## src/rtl/nn_decision_filter.sv

```systemverilog
// nn_decision_filter
//   Debounces the per-segment classifications coming out of the neural-net
//   word detector. It keeps a sliding window of the last WIN classes, counts
//   votes per class and fires one detect pulse when a non-silence class
//   collects THRESH votes. After a detection it ignores HOLDOFF frames. If
//   the detector goes quiet for TIMEOUT cycles, the history is flushed.
//
// Ports
//   clk           in   global clock
//   reset         in   asynchronous reset, active-high
//   result_dv     in   one-cycle strobe, new classification available
//   result[1:0]   in   class, 0 = silence, 1..3 = word classes
//   detect        out  one-cycle pulse, word detected
//   detect_class  out  class of the last detection, held until the next one
//   holdoff       out  high while post-detection frames are being discarded
//   fill_level    out  number of valid frames in the window (0..WIN)
module nn_decision_filter #(
  parameter int WIN     = 8,
  parameter int THRESH  = 6,
  parameter int HOLDOFF = 4,
  parameter int TIMEOUT = 2000000,
  parameter int CW      = 6
) (
  input  logic          clk,
  input  logic          reset,
  input  logic          result_dv,
  input  logic [1:0]    result,
  output logic          detect,
  output logic [1:0]    detect_class,
  output logic          holdoff,
  output logic [CW-1:0] fill_level
);

  localparam int PW = (WIN > 1) ? $clog2(WIN) : 1;
  localparam int TW = (TIMEOUT > 1) ? $clog2(TIMEOUT) : 1;
  localparam int HW = (HOLDOFF > 0) ? $clog2(HOLDOFF + 1) : 1;

  localparam logic [CW-1:0] WIN_C    = CW'(WIN);
  localparam logic [CW-1:0] THRESH_C = CW'(THRESH);
  localparam logic [PW-1:0] PTR_LAST = PW'(WIN - 1);
  localparam logic [TW-1:0] TO_LAST  = TW'(TIMEOUT - 1);
  localparam logic [HW-1:0] HOLD_C   = HW'(HOLDOFF);

  // A strict majority threshold guarantees at most one class can qualify.
  if (!((THRESH > WIN / 2) && (THRESH <= WIN))) begin : g_bad_thresh
    $error("nn_decision_filter: THRESH must satisfy WIN/2 < THRESH <= WIN");
  end
  if (WIN >= (1 << CW)) begin : g_bad_cw
    $error("nn_decision_filter: CW too narrow to hold WIN");
  end

  typedef enum logic [1:0] {S_FILL, S_RUN, S_HOLD} state_t;

  state_t        state_q, state_d;
  logic [1:0]    win_q [WIN];
  logic [1:0]    win_d [WIN];
  logic [PW-1:0] wp_q, wp_d;
  logic [CW-1:0] cnt_q [4];
  logic [CW-1:0] cnt_d [4];
  logic [CW-1:0] fill_q, fill_d;
  logic [TW-1:0] to_q, to_d;
  logic [HW-1:0] hc_q, hc_d;
  logic          detect_q, detect_d;
  logic [1:0]    cls_q, cls_d;
  logic          holdoff_q, holdoff_d;

  logic          flush;
  logic          hit;
  logic [1:0]    hit_cls;
  logic [1:0]    evicted;

  always_comb begin
    state_d  = state_q;
    win_d    = win_q;
    wp_d     = wp_q;
    cnt_d    = cnt_q;
    fill_d   = fill_q;
    to_d     = to_q;
    hc_d     = hc_q;
    detect_d = 1'b0;
    cls_d    = cls_q;
    flush    = 1'b0;
    hit      = 1'b0;
    hit_cls  = 2'd0;
    evicted  = win_q[wp_q];

    if (state_q == S_HOLD) begin
      // Frames are discarded here and the inactivity timer is parked.
      to_d = '0;
      if (result_dv) begin
        if (hc_q <= HW'(1)) begin
          state_d = S_FILL;
          hc_d    = '0;
        end else begin
          hc_d = hc_q - HW'(1);
        end
      end
    end else if (result_dv) begin
      // A frame on the expiry cycle takes priority over the flush.
      to_d        = '0;
      win_d[wp_q] = result;
      wp_d        = (wp_q == PTR_LAST) ? '0 : wp_q + PW'(1);
      if (fill_q == WIN_C) begin
        // Full window: oldest entry leaves as the new one arrives.
        if (evicted != result) begin
          cnt_d[evicted] = cnt_q[evicted] - CW'(1);
          cnt_d[result]  = cnt_q[result] + CW'(1);
        end
      end else begin
        cnt_d[result] = cnt_q[result] + CW'(1);
        fill_d        = fill_q + CW'(1);
      end

      if (state_q == S_FILL) begin
        if (fill_d == WIN_C) state_d = S_RUN;
      end else begin
        for (int k = 1; k < 4; k++) begin
          if (cnt_d[k] >= THRESH_C) begin
            hit     = 1'b1;
            hit_cls = 2'(k);
          end
        end
      end

      if (hit) begin
        detect_d = 1'b1;
        cls_d    = hit_cls;
        flush    = 1'b1;
        if (HOLDOFF > 0) begin
          state_d = S_HOLD;
          hc_d    = HOLD_C;
        end else begin
          state_d = S_FILL;
        end
      end
    end else if (to_q == TO_LAST) begin
      flush   = 1'b1;
      state_d = S_FILL;
      to_d    = '0;
    end else begin
      to_d = to_q + TW'(1);
    end

    if (flush) begin
      for (int i = 0; i < WIN; i++) win_d[i] = 2'd0;
      for (int c = 0; c < 4; c++) cnt_d[c] = '0;
      wp_d   = '0;
      fill_d = '0;
    end

    holdoff_d = (state_d == S_HOLD);
  end

  always_ff @(posedge clk or posedge reset) begin
    if (reset) begin
      state_q <= S_FILL;
      for (int i = 0; i < WIN; i++) win_q[i] <= 2'd0;
      for (int c = 0; c < 4; c++) cnt_q[c] <= '0;
      wp_q      <= '0;
      fill_q    <= '0;
      to_q      <= '0;
      hc_q      <= '0;
      detect_q  <= 1'b0;
      cls_q     <= 2'd0;
      holdoff_q <= 1'b0;
    end else begin
      state_q   <= state_d;
      win_q     <= win_d;
      cnt_q     <= cnt_d;
      wp_q      <= wp_d;
      fill_q    <= fill_d;
      to_q      <= to_d;
      hc_q      <= hc_d;
      detect_q  <= detect_d;
      cls_q     <= cls_d;
      holdoff_q <= holdoff_d;
    end
  end

  assign detect       = detect_q;
  assign detect_class = cls_q;
  assign holdoff      = holdoff_q;
  assign fill_level   = fill_q;

endmodule

```

## config.mk

```make
export PLATFORM = sky130hd
export DESIGN_NAME = nn_decision_filter
export DESIGN_NICKNAME = d
export VERILOG_FILES = /design/src/rtl/nn_decision_filter.sv
export SDC_FILE = /design/constraint.sdc
export NUM_CORES = 1
export LEC_CHECK = 0
export BUFFER_PORTS_ARGS = -buffer_cell sky130_fd_sc_hd__buf_2
export CORE_MARGIN = 5
export CORE_UTILIZATION = 55
export CTS_CLUSTER_SIZE = 20
export DETAILED_ROUTE_END_ITERATION = 7
export PLACE_DENSITY = 0.75
export RECOVER_POWER = 50
export SLEW_MARGIN = 10
export SYNTH_ARGS = -nofsm -noshare
export SYNTH_HDL_FRONTEND = slang
export SYNTH_SLANG_ARGS = --single-unit
```

## constraint.sdc

```tcl
create_clock -name clk -period 11.3 [get_ports clk]
set_input_delay 1.13 -clock clk [delete_from_list [all_inputs] [get_ports clk]]
set_output_delay 1.13 -clock clk [all_outputs]
set_load 0.03 [all_outputs]
```

==> run summary, run 1 <==
vias in the first global route -> 5313
number of core rows -> 37
Max Clock Skew -> 0.01779 ns
crit path DAT -> 5.41 ns
CP max FO -> 27
Antenna Violating Nets Remaining -> 0
wirelength, routed -> 16870 um
Worst Slack Setup Final -> 6.142 ns
Core Region -> 10370 um^2
Placed Cells -> 791
wire length per cell -> 20.91 um
Clock Tree Buf Depth -> 2
Final setup viols -> 0
Starting Density -> 56.38%
run status -> finished with violations
largest area contributor in the synthesized netlist -> dfrtp_1
gr busiest metal -> met2
CP Capture Type -> flip-flop
DP Area -> 5924 um^2
Final min period -> 5.158 ns
top-area cell type share of the netlist area -> 33.81%
power density cells -> 271.3 nW/um^2
CTS Buf Count -> 9
Distinct cells, synth -> 72
CTS Hold Bufs -> 0
Critical Path RT -> 11.56 ns
P&R area growth vs syn -> 4.708%
GR Util met2 -> 41.15%
Hold Path Class -> flip-flop to flip-flop
normalized max-slew margin -> -180.8%
max-cap violation count -> 1
RSZ-0062 raised after global routing -> no
DR iter-0 viols -> 497
R2R cell count -> 16
initial antenna violation count -> 0
vias -> 5573
drt pass-1 iters -> 5
Pins Over Slew Limit -> 80
CP Class -> flip-flop to flip-flop
IO Count -> 15
max frequency -> 193.9 MHz
largest net degree at the start of global routing -> 80
Synth Instances -> 679
syn_nets -> 693
ys flop type -> dfrtp_1
Clock Pin Slew Worst Setup and Hold Paths -> 0.09 ns
met1 Track Usage GR -> 35.81%
clock sink total -> 79
syn_area_per_cell -> 8.611 um^2
fill count -> 958
Yosys reg bits -> 79
Port Buffers -> 14
register area share after synthesis -> 33.81%
failing checks -> capacitance limit, slew limit
startpoint type of the worst setup path -> flip-flop
first-pass GRT wire length -> 27550 um
Pleak -> 2.468 nW
Max VDD drop -> 0.1342 mV
DP HPWL -> 11630 um
Final Non-Filler Cells -> 807
Final period util -> 45.65%
Final Util -> 59.04%
DIE AREA -> 12790 um^2
Hold Vio Cnt, Final -> 0
all-layer global routing usage -> 26.81%
synth warn -> 0
post-route setup TNS -> 0 ns
asr flop ratio synth -> 100.0%
DR DRC count -> 0
Final Power -> 1.661 mW
number of inserted diodes -> 0
nets -> 680
post-CTS resize count -> 0
top post-synthesis cells by area -> dfrtp_1 34%, nand2_1 6.0%, mux4_2 4.6%, nor2_1 4.6%, nand3_1 2.7%
GRT overflow -> 0
# Post-CTS Setup Buffers -> 0
H-Tree Level Count -> 3
Die X -> 113.1 um
CTS tree -> built
Mapped Area -> 5847 um^2
number of flops mapped to enable cells by yosys -> 0
clk_lat worst skew -> 0.38 ns
hold_ws -> 0.5006 ns
Hold Path Stages -> 1
Root Buffer -> clkbuf_8
share of cells above drive strength 1 -> 9.389%
Worst Max-Slew Pin Slew -> 4.213 ns
routability cong. -> 0.9616
met3 Usage GRT -> 5.187%
Avg Vias per Cell -> 6.906
Die H -> 113.1 um
Design Area, Final -> 6122 um^2
pre-CTS setup slack -> 6.326 ns
## worst paths after layout
kind | end | from | slack, ns
setup / recovery | fill_level[2] | wp_q[0] | 6.14
hold / removal | to_q[0] | to_q[0] | 0.50
setup reg to reg | fill_level[2] | wp_q[0] | 6.14
hold reg to reg | to_q[0] | to_q[0] | 0.50
max in group asynchronous | to_q[14] | reset | 6.54
min in group asynchronous | win_q[4] | reset | 2.42
## synth_stat cells (all sizes together), types with 5 or more instances
master,n
nor4,10
nor2b,12
nor2,73
mux2i,16
and2,5
xor2,14
nand2b,8
xnor2,17
mux4,12
mux2,11
nand4,5
a211oi,7
inv,19
ha,9
dfrtp,79
a311oi,5
or3,6
clkbuf,26
o31ai,7
nand3,32
nor3,23
a22o,15
o221ai,17
a31oi,23
o21ai,25
nand2,95
o22ai,14
a21oi,22
buf,16
and3,5
## flip-flops by register name, summed over array words and instances (netlist names)
| name | flops |
|---|---|
| fill_level | 6 |
| to_q | 21 |
| holdoff | 1 |
| hc_q | 3 |
| state_q | 2 |
| wp_q | 3 |
| detect_class | 2 |
| cnt_q | 24 |
| detect | 1 |
| win_q | 16 |
## layer usage
layer	up-vias	wire length [um]	part of all wire, %
met4	0	782	4.6
met5	-	0	0
met3	71	1463	8.7
met1	2681	6927	41
met2	319	7700	46
li1	2502	-	-
## layout make-up
class / instances / area [um^2] / share of cell area [%]
tap: 136 / 170.2 / 2.779
clock buffer: 11 / 151.4 / 2.473
multi-input combinational: 539 / 3605 / 58.88
timing repair buffer: 18 / 90.09 / 1.471
clock inverter: 5 / 56.30 / 0.9197
inverter: 19 / 72.57 / 1.185
sequential: 79 / 1977 / 32.29
## layout by cell type (no fill, tap or decap), types with 5 or more instances in the layout
master     n
nand2b_1   8
dfrtp_1   79
o22ai_1   13
mux4_2    12
nand4_1    5
nor3_1    19
o31ai_1    5
inv_1     18
clkbuf_8  11
a31oi_1   23
xor2_1    14
nor2_1    71
and3_1     5
a211oi_1   7
o21ai_0   18
and2_1     5
mux2_1     9
a21oi_1   20
o221ai_1  17
o21ai_1    7
nand2_1   94
nand3_1   32
clkbuf_1   6
buf_2      9
mux2i_1   15
ha_1       9
nor2b_1   12
nor4_1     8
xnor2_1   16
a311oi_1   5
a22o_1    15
or3_1      6
## report_power, final
part	switching, mW	internal, mW	leakage, nW
Combinational	0.559	0.339	1.32
Sequential	0.170	0.367	1.04
Clock	0.112	0.114	0.105
Total	0.841	0.820	2.47
## critical path, cell delays in order, from the launching register on
cell       delay [ns]
dfrtp_1          1.01
mux2_1           0.39
mux4_2           0.79
nand2_1          0.16
nand3_1          0.09
nand2_1          0.10
ha_1             0.33
inv_1            0.16
nor2_1           0.13
nand4_1          0.12
a21o_1           0.23
a221o_1          0.29
o2111ai_1        0.17
nor4_2           0.12
a21oi_2          0.45
nor2_1           0.15
a221o_1          0.33
## kinds of logic (layout without fill, tap and decap cells)
| kind of cell | count (synthesis) | in the layout | synth area share, % |
|---|---|---|---|
| AO/OA/AOI/OAI | 174 | 174 | 21.59 |
| XOR/XNOR | 31 | 31 | 4.772 |
| adder cells (fa/ha/maj) | 9 | 9 | 1.926 |
| buffers and inverters | 61 | 53 | 4.729 |
| flip-flops | 79 | 79 | 33.81 |
| multiplexers | 39 | 39 | 9.822 |
| AND/OR/NAND/NOR | 286 | 286 | 23.35 |
(Power assumes the default switching activity.)
==> run 2: changes to the inputs <==
==> constraint.sdc (replaced) <==
create_clock -name clk -period 5 [get_ports clk]
set_input_delay 0.5 -clock clk [delete_from_list [all_inputs] [get_ports clk]]
set_output_delay 0.5 -clock clk [all_outputs]
set_load 0.03 [all_outputs]
==> run 2 against run 1 <==
The run still ends with capacitance limit, slew limit left. Sequential share of layout area fell by 0.71 points. Combinational power grew 130%. Sequential power rose by 120%. Critical endpoint is now holdoff. Clock skew decreased by 0.0021 ns. Critical path depth did not move. Fmax is 13% higher. Routed wire length increased by 3.3%. First-iteration DRC count grew 9.9%. Cell count grew 1.7%.
==> run summary, run 2 (synthesis gave the netlist of run 1 again) <==
Hold Path Class -> flip-flop to flip-flop
Critical Path RT -> 5.22 ns (-6.34 ns)
routability cong. -> 1.039 (+8.0%)
first-pass GRT wire length -> 28120 um (+2.1%)
internal power -> 1.979 mW (+140%)
max frequency -> 219.0 MHz (+13%)
nets -> 694 (+2.1%)
Hold Vio Cnt, Final -> 0 (unchanged)
Avg Vias per Cell -> 6.764 (-2.1%)
CP max FO -> 28 (+3.7%)
DR iter-0 viols -> 546 (+9.9%)
GRT overflow -> 0 (unchanged)
worst hold start -> to_q[0]
Clk pwr share -> 15.4% (+1.8 points)
Root Buffer -> clkbuf_8
Crit Reg-Reg Endpoint -> holdoff
Switch Pwr -> 1.909 mW (+130%)
Pins Over Slew Limit -> 80 (unchanged)
Most flops, register -> cnt_q
power density cells -> 620.8 nW/um^2 (+130%)
wire length per cell -> 21.23 um (+1.5%)
all-layer global routing usage -> 27.59% (+0.78 points)
max-cap violation count -> 1 (unchanged)
number of core rows -> 37 (unchanged)
Final period util -> 91.31% (+46 points)
failing checks -> capacitance limit, slew limit
pre-CTS setup slack -> 0.2111 ns (-6.115 ns)
Worst Hold Path EP -> to_q[0]
DIE AREA -> 12790 um^2 (unchanged)
number of inserted diodes -> 0 (unchanged)
sequential power share -> 30.9% (-1.4 points)
CTS tree -> built
largest net degree at the start of global routing -> 80 (unchanged)
crit path DAT -> 4.79 ns (-0.62 ns)
vias in the first global route -> 5310 (-0.056%)
Worst Slack Setup Final -> 0.4346 ns (-5.708 ns)
Worst Max-Slew Pin Slew -> 1.970 ns (-2.243 ns)
hold_ws -> 0.4984 ns (-0.002205 ns)
wirelength, routed -> 17430 um (+3.3%)
Die X -> 113.1 um (unchanged)
clk_lat worst skew -> 0.37 ns (about the same)
Clock Pin Slew Worst Setup and Hold Paths -> 0.09 ns (about the same)
R2R cell count -> 16 (unchanged)
drt pass-1 iters -> 7 (+2)
Port Buffers -> 14 (unchanged)
Final Util -> 60.40% (+1.4 points)
Logic pwr share -> 53.7% (-0.3 points)
vias -> 5553 (-0.36%)
Final min period -> 4.565 ns (-0.5925 ns)
Die H -> 113.1 um (unchanged)
run status -> finished with violations
DR DRC count -> 0 (unchanged)
Pleak -> 2.555 nW (+3.5%)
Starting Density -> 56.38% (unchanged)
biggest regs -> cnt_q: 24 flops, to_q: 21 flops, win_q: 16 flops
CP Class -> flip-flop to flip-flop
# Post-CTS Setup Buffers -> 0 (unchanged)
Design Area, Final -> 6264 um^2 (+2.3%)
RSZ-0062 raised after global routing -> no
Crit Reg-Reg Startpoint -> wp_q[0]
CP Capture Type -> flip-flop
Max VDD drop -> 0.2703 mV (+100%)
startpoint type of the worst setup path -> flip-flop
IO Count -> 15 (unchanged)
commonest non-fill, non-tap cell in the layout -> nand2_1
Switching Share -> 49.10% (-1.5 points)
H-Tree Level Count -> 3 (unchanged)
CTS Buf Count -> 9 (unchanged)
normalized max-slew margin -> -31.32% (+150 points)
Antenna Violating Nets Remaining -> 0 (unchanged)
post-route setup TNS -> 0 ns (unchanged)
flop-to-flop setup slack -> 0.43 ns (-5.71 ns)
Clock Tree Buf Depth -> 2 (unchanged)
P&R area growth vs syn -> 7.126%
initial antenna violation count -> 0 (unchanged)
share of cells above drive strength 1 -> 11.53% (+2.1 points)
DP Area -> 6030 um^2 (+1.8%)
most frequent cells in the layout -> 94 x nand2_1, 78 x dfrtp_1, 71 x nor2_1, 32 x nand3_1, 23 x a31oi_1
Max Clock Skew -> 0.01573 ns (-0.002064 ns)
Hold Path Stages -> 1 (unchanged)
Core Region -> 10370 um^2 (unchanged)
clock sink total -> 79 (unchanged)
DP HPWL -> 12030 um (+3.4%)
Final setup viols -> 0 (unchanged)
Largest register FFs -> 24 (unchanged)
[run 2: cell types whose count changed in the layout (fill, tap and decap cells not counted)]
cell        before  now
buf_4            3   17
bufinv_16        1    3
clkbuf_1         6    5
clkbuf_2         0    1
clkbuf_8        11    9
clkinv_4         1    0
clkinvlp_4       1    0
dfrtp_1         79   78
dfrtp_2          0    1
inv_6            0    2
[run 2: power groups by stage]
stage	registers (mW)	logic [mW]	clock network (mW)
floorplan	1.07	1.61	0
global placement	1.19	1.99	0
detailed placement	1.20	2.03	0
CTS	1.18	2.04	0.607
global route	1.24	2.25	0.636
finish	1.20	2.09	0.598
[run 2: area by class of cell]
class,instances,area (um^2)
Timing Repair Buffer,32,196.4
Fill cell,923,4106
Multi-Input combinational cell,539,3605
Inverter,19,72.57
Tap cell,136,170.2
Sequential cell,79,1978
Clock buffer,9,123.9
Clock inverter,7,117.6
[run 2: routing by layer]
layer / vias up / GRT usage, % / part of all wire, %
met3: 58 / 6.310 / 9.3
met1: 2660 / 36.13 / 41
met5: - / 0 / 0
li1: 2533 / - / -
met4: 0 / 12.98 / 3.9
met2: 302 / 43.40 / 46
[run 2: worst max path at each step]
stage | start | endpoint | slack (ns) | cells after the start
after floorplan | wp_q[0] | fill_level[1] | 0.85 | 21
after global placement | wp_q[0] | detect_class[1] | 0.42 | 16
after detailed placement | wp_q[0] | holdoff | 0.21 | 16
after CTS | wp_q[0] | holdoff | 0.23 | 16
final | wp_q[0] | holdoff | 0.43 | 16
after global routing | wp_q[0] | holdoff | 0.17 | 16
[run 2: stage by stage]
| stage | total power [mW] | std cells |
|---|---|---|
| after floorplan | 2.681 | 679 |
| after global placement | 3.182 | 805 |
| after detailed placement | 3.226 | 805 |
| after CTS | 3.835 | 821 |
| after global routing | 4.124 | 821 |
| final | 3.888 | 821 |
[run 2: repair_timing]
action                                  in CTS  in global routing
gates resized for setup                      0                  1
hold buffers                                 0                  0
endpoints found under the setup margin       0                 13
[run 2: worst max-delay path: stages (launching register included)]
cell       delay (ns)
dfrtp_2          0.67
mux2i_1          0.15
mux4_2           0.70
mux2i_1          0.26
nand2_1          0.08
nand2_1          0.07
ha_1             0.29
inv_1            0.16
nor2_1           0.13
nand4_1          0.12
a21o_1           0.22
a221o_1          0.32
o2111ai_1        0.19
nor3_2           0.15
nand2_4          0.30
a21oi_1          0.15
a2111oi_0        0.45
